===== src/rtl/dpram_stream_reader.sv =====
// Sequential read initiator for one port of the dual-port RAM. It absorbs the 1-cycle
// read latency and streams words out of a small first-word-fall-through FIFO over valid/ready.
//
// state   | meaning
// S_IDLE  | waiting for start; a zero-length start only pulses done
// S_RUN   | issuing reads while FIFO credit is available
// S_DRAIN | all reads issued; waiting for the consumer to pop the last word
module dpram_stream_reader #(
    parameter int ADDR_WIDTH = 16,
    parameter int DATA_WIDTH = 8,
    parameter int FIFO_DEPTH = 4
) (
    input  logic                  clk_sys,
    input  logic                  reset_n,
    input  logic                  start,
    input  logic [ADDR_WIDTH-1:0] start_addr,
    input  logic [ADDR_WIDTH:0]   length,
    input  logic                  abort,
    output logic                  busy,
    output logic                  done,
    output logic [ADDR_WIDTH-1:0] mem_addr,
    output logic                  mem_enable,
    output logic                  mem_wren,
    input  logic [DATA_WIDTH-1:0] mem_q,
    output logic [DATA_WIDTH-1:0] out_data,
    output logic                  out_valid,
    input  logic                  out_ready
);

    localparam int PTR_W = (FIFO_DEPTH > 1) ? $clog2(FIFO_DEPTH) : 1;
    localparam int CNT_W = PTR_W + 1;
    localparam logic [CNT_W:0]      DEPTH_C = (CNT_W + 1)'(FIFO_DEPTH);
    localparam logic [ADDR_WIDTH:0] ONE_W   = (ADDR_WIDTH + 1)'(1);

    typedef enum logic [1:0] {
        S_IDLE  = 2'd0,
        S_RUN   = 2'd1,
        S_DRAIN = 2'd2
    } state_t;

    state_t                state;
    logic [ADDR_WIDTH-1:0] addr;
    logic [ADDR_WIDTH:0]   remaining;
    logic [ADDR_WIDTH:0]   pending;
    logic                  inflight;
    logic [DATA_WIDTH-1:0] fifo_mem [FIFO_DEPTH];
    logic [PTR_W-1:0]      wr_ptr;
    logic [PTR_W-1:0]      rd_ptr;
    logic [CNT_W-1:0]      fifo_count;

    logic                  issue;
    logic                  push;
    logic                  pop;
    logic [CNT_W:0]        credit_used;

    // A word in flight already owns a FIFO slot, so overflow cannot happen on capture.
    assign credit_used = {1'b0, fifo_count} + {{CNT_W{1'b0}}, inflight};
    assign issue       = (state == S_RUN) && (remaining != '0) && (credit_used < DEPTH_C);
    assign push        = inflight;
    assign pop         = out_valid && out_ready;

    assign mem_enable  = issue;
    assign mem_addr    = addr;
    assign mem_wren    = 1'b0;
    assign out_valid   = (fifo_count != '0);
    assign out_data    = fifo_mem[rd_ptr];

    always_ff @(posedge clk_sys or negedge reset_n) begin
        if (!reset_n) begin
            state      <= S_IDLE;
            busy       <= 1'b0;
            done       <= 1'b0;
            addr       <= '0;
            remaining  <= '0;
            pending    <= '0;
            inflight   <= 1'b0;
            wr_ptr     <= '0;
            rd_ptr     <= '0;
            fifo_count <= '0;
            for (int i = 0; i < FIFO_DEPTH; i++) begin
                fifo_mem[i] <= '0;
            end
        end else if (abort) begin
            // Flush everything, including a word whose read data arrives next cycle.
            state      <= S_IDLE;
            busy       <= 1'b0;
            done       <= 1'b0;
            remaining  <= '0;
            pending    <= '0;
            inflight   <= 1'b0;
            wr_ptr     <= '0;
            rd_ptr     <= '0;
            fifo_count <= '0;
        end else begin
            done     <= 1'b0;
            inflight <= issue;

            if (push) begin
                fifo_mem[wr_ptr] <= mem_q;
                wr_ptr           <= wr_ptr + 1'b1;
            end
            if (pop) begin
                rd_ptr <= rd_ptr + 1'b1;
            end

            case ({push, pop})
                2'b10:   fifo_count <= fifo_count + 1'b1;
                2'b01:   fifo_count <= fifo_count - 1'b1;
                default: fifo_count <= fifo_count;
            endcase

            if (issue) begin
                addr      <= addr + 1'b1;
                remaining <= remaining - ONE_W;
            end
            if (pop) begin
                pending <= pending - ONE_W;
            end

            case (state)
                S_IDLE: begin
                    if (start) begin
                        if (length != '0) begin
                            state     <= S_RUN;
                            busy      <= 1'b1;
                            addr      <= start_addr;
                            remaining <= length;
                            pending   <= length;
                        end else begin
                            done <= 1'b1;
                        end
                    end
                end
                S_RUN: begin
                    if (issue && (remaining == ONE_W)) begin
                        state <= S_DRAIN;
                    end
                end
                S_DRAIN: begin
                    if (pop && (pending == ONE_W)) begin
                        state <= S_IDLE;
                        busy  <= 1'b0;
                        done  <= 1'b1;
                    end
                end
                default: begin
                    state <= S_IDLE;
                    busy  <= 1'b0;
                end
            endcase
        end
    end

endmodule


===== config.mk =====
export PLATFORM = sky130hd
export DESIGN_NAME = dpram_stream_reader
export DESIGN_NICKNAME = d
export VERILOG_FILES = /design/src/rtl/dpram_stream_reader.sv
export SDC_FILE = /design/constraint.sdc
export NUM_CORES = 1
export LEC_CHECK = 0
export BUFFER_PORTS_ARGS = -buffer_cell sky130_fd_sc_hd__buf_2
export CAP_MARGIN = 5
export CORE_MARGIN = 8
export CORE_UTILIZATION = 59
export CTS_BUF_LIST = sky130_fd_sc_hd__clkbuf_8
export DETAILED_ROUTE_END_ITERATION = 12
export HOLD_SLACK_MARGIN = 0.08
export PLACE_DENSITY = 0.82
export SLEW_MARGIN = 20
export SYNTH_ARGS = -nofsm -noshare
export SYNTH_HDL_FRONTEND = slang
export SYNTH_SLANG_ARGS = --single-unit

===== constraint.sdc =====
create_clock -name clk_sys -period 2.35 [get_ports clk_sys]
set_input_delay 0.1175 -clock clk_sys [delete_from_list [all_inputs] [get_ports clk_sys]]
set_output_delay 0.1175 -clock clk_sys [all_outputs]
set_load 0.03 [all_outputs]

==> results.yml <==
status:
  status: "completed"
cts:
  cts_inserted_buffers: 9
  cts.htree.levels: 3
  ctsLongestPathBuffers: 2
  cts_root_buf: "clkbuf_8"
  clk_pin_slew_ps: 100
  clock-sinks: 94
  clock_latency_ps: 370
  cts_tree: "built"
setup_path:
  crit_path_end_kind: "register"
  crit_path_cell_trace: "inv_1 > ha_1 > nor4b_2 > and4_1 > or4_1 > a21oi_2 > a2bb2oi_2"
  r2r_start: "remaining[0]$_DFF_PN0_"
  reg2reg_slack_ps: 170
  crit_type: "register to register"
  crit_path_max_fanout: 6
  startpoint_type: "register"
  cp_slowest_cell: "or4_1"
  reg2reg_depth: 7
  r2r_end: "mem_addr[5]$_DFFE_PN0N_"
  cp.required_ps: 2650
  crit_path_max_incr_delay_ps: 570
  arrival_ps: 2480
hold_path:
  hold_class: "input pin to register"
  hold_end: "mem_addr[8]$_DFFE_PN0N_"
  hold_depth: 3
  min_from: "start_addr[8]"
synth:
  netlist_area_um2: 5061
  synth_cells: 468
  yosysTopAreaCellShare: 0.4648
  netlist_top_cells_area: "dfrtp_1 (46%), mux2_2 (7.1%), a21oi_1 (3.6%), mux4_2 (3.6%), xor2_1 (3.1%)"
  seq_area_frac_synth: 0.4648
  synth_area_per_cell_um2: 10.81
  synth_edf_count: 0
  yosysUniqueCellTypes: 74
  synth_warnings: 0
  synth_area_leader_cell: "dfrtp_1"
  syn_nets: 524
  ys_ff_latch: 94
  async_reset_ff_frac: 1.000
  synth-main-ff-cell: "dfrtp_1"
power:
  switching_share: 0.4076
  p_int_mw: 3.251
  p_switching_mw: 2.236
  p_leak_nw: 2.646
  pwr-share-seq: 0.418
  ir_drop_mv: 0.6213
  p_clk_frac: 0.196
  pwr-share-comb: 0.385
  p_per_area_nw_per_um2: 911.7
floorplanning:
  die_x_um: 108.6
  core_um2: 8258
  placement_rows: 33
  dieHeight_um: 108.6
  pin_count: 75
  fp.dieArea_um2: 11800
  start_util: 0.6129
final_layout:
  drive_above_1_share: 0.2885
  utilization: 0.7288
  nets: 623
  layoutNonFillerInstCount: 677
  mostFrequentLayoutCell: "dfrtp_1"
  antenna_cells: 0
  areaGrowthSynthToFinish_pct: 18.91
  fin_area_um2: 6018
  mostFrequentLayoutCells: "dfrtp_1 (94), buf_2 (72), a21oi_1 (36), mux2_2 (32), nor2_1 (29)"
placed_design:
  placed_cell_area_um2: 5574
  dp_cells: 638
  portBuffers: 73
  place_congestion: 0.9261
  hpwl_um: 9230
route:
  num_vias: 4252
  wire_per_inst_um: 19.49
  drc_errors: 0
  routed_wl_um: 13200
  drtAntennaViolNets: 0
  firstDrtPassIters: 5
  drtIter0Drc: 321
  routed_via_density: 6.281
timing:
  rsz0062_at_grt: "false"
  fin_crit_sh: 0.9264
  setup_viol: 0
  finalSetupTns_ps: 0
  slew_viol_final: 0
  hold_viol: 0
  skew_ps: 8.871
  period_needed_ps: 2177
  max_slew.worst_pin.slew_ps: 699.6
  whs_ps: 100.9
  max_freq_ghz: 0.4593
  relSlewSlack: 0.5294
global_route:
  grt_max_degree: 41
  gr-total-overflow: 0
  antenna_found_initial: 0
  first_global_vias: 4322
  track_usage: 0.2299
  grt_pass1_wl_um: 21440
run:
  maxCapViolCount: 0
[layout make-up]
type	instances	area (µm²)
tap	105	131.4
fill	591	2240
clock buffer	9	123.9
timing repair buffer	109	705.7
sequential	94	2352
clock inverter	7	77.57
multi-input combinational	341	2582
inverter	12	45.04
[critical path, delay by kind of cell (launching register included)]
kind,cells,cell delay [ps]
compound gates,2,300
simple gates,3,1040
buf+inv,1,70
fa+ha+maj,1,240
flops,1,460
[sequential cells by signal, indices dropped and copies added (netlist names)]
register    cells
busy            1
remaining      17
mem_addr       16
fifo_count      3
done            1
inflight        1
wr_ptr          2
fifo_mem       32
rd_ptr          2
pending        17
state           2
[cells by family after synthesis]
kind of cell	Yosys count	synth area share
AND/OR/NAND/NOR	153	0.1797
AO/OA/AOI/OAI	101	0.1295
flip-flops	94	0.4648
multiplexers	42	0.1108
XOR/XNOR	34	0.05884
buffers and inverters	33	0.02942
adder cells (fa/ha/maj)	10	0.02621
other	1	0.0007409
[stage by stage]
step                total power [mW]  setup slack (ps)
floorplan                      3.750             290.6
global placement               4.278             215.5
detailed placement             4.360             91.95
CTS                            5.487             84.05
global route                   5.799             43.27
finish                         5.487             172.9
[synthesized netlist by cell type (2+ instances only)]
cell type   n
xnor2_1    16
o2bb2a_1    2
nor3_1     15
nor4b_2     2
nand4b_1    2
nand2b_1    2
o21a_1      2
clkbuf_1    9
nor4_2      2
nor2_1     29
mux4_2      8
buf_2       8
a211oi_1    5
ha_1        9
nor2b_1     2
nand4_1     8
o32a_1      3
nor4_1     13
a2bb2oi_1   3
nand3_1    14
nor3b_1     2
mux2i_1     2
or4_1       5
nand3b_1    2
or4_4       2
a311oi_1    3
and4_1      3
or3_1       6
inv_1      11
nor3_4      2
nand2_1    27
o22ai_1     8
a31oi_1     2
mux2_2     32
xor2_1     18
buf_4       2
a21oi_1    36
and3_1      4
o2bb2ai_1   2
dfrtp_1    94
o21ai_0    18
[how the worst max path moves through the flow]
stage                               from                         to  slack (ps)  depth (start not counted)
6_report          remaining[0]$_DFF_PN0_    mem_addr[5]$_DFFE_PN0N_         170                          7
5_1_grt                        length[1]     remaining[3]$_DFF_PN0_          40                          8
4_1_cts           remaining[0]$_DFF_PN0_   mem_addr[15]$_DFFE_PN0N_          80                          7
3_5_place_dp      remaining[0]$_DFF_PN0_    mem_addr[1]$_DFFE_PN0N_          90                          7
3_3_place_gp      remaining[0]$_DFF_PN0_   mem_addr[15]$_DFFE_PN0N_         220                          7
2_1_floorplan  fifo_count[1]$_DFFE_PN0P_  fifo_count[2]$_DFFE_PN0P_         290                          8
[what timing repair did]
item                                    4_1_cts  5_1_grt
buffers inserted                              1        0
pin swaps                                     1        0
hold buffers                                 22        0
resized for setup                             1        2
endpoints found under the setup margin        1        8
hold endpoints to repair                    118        0
[power by group through the flow]
stage	Clock (mW)	Combinational [mW]	Sequential [mW]
global placement	0	2.00	2.28
CTS	1.10	2.10	2.28
global route	1.17	2.28	2.35
floorplan	0	1.44	2.31
finish	1.08	2.11	2.30
detailed placement	0	2.05	2.31
[per-layer routing]
metal | GRT usage | share of wire | vias up | wire, µm
met5 | 0 | 0 | - | 0
met1 | 0.2898 | 0.41 | 2087 | 5469
met3 | 0.05310 | 0.069 | 21 | 911
met4 | 0.05865 | 0.013 | 0 | 166
li1 | - | - | 1939 | -
met2 | 0.3910 | 0.50 | 205 | 6647
Note: power is estimated with default switching activity, not from simulation.
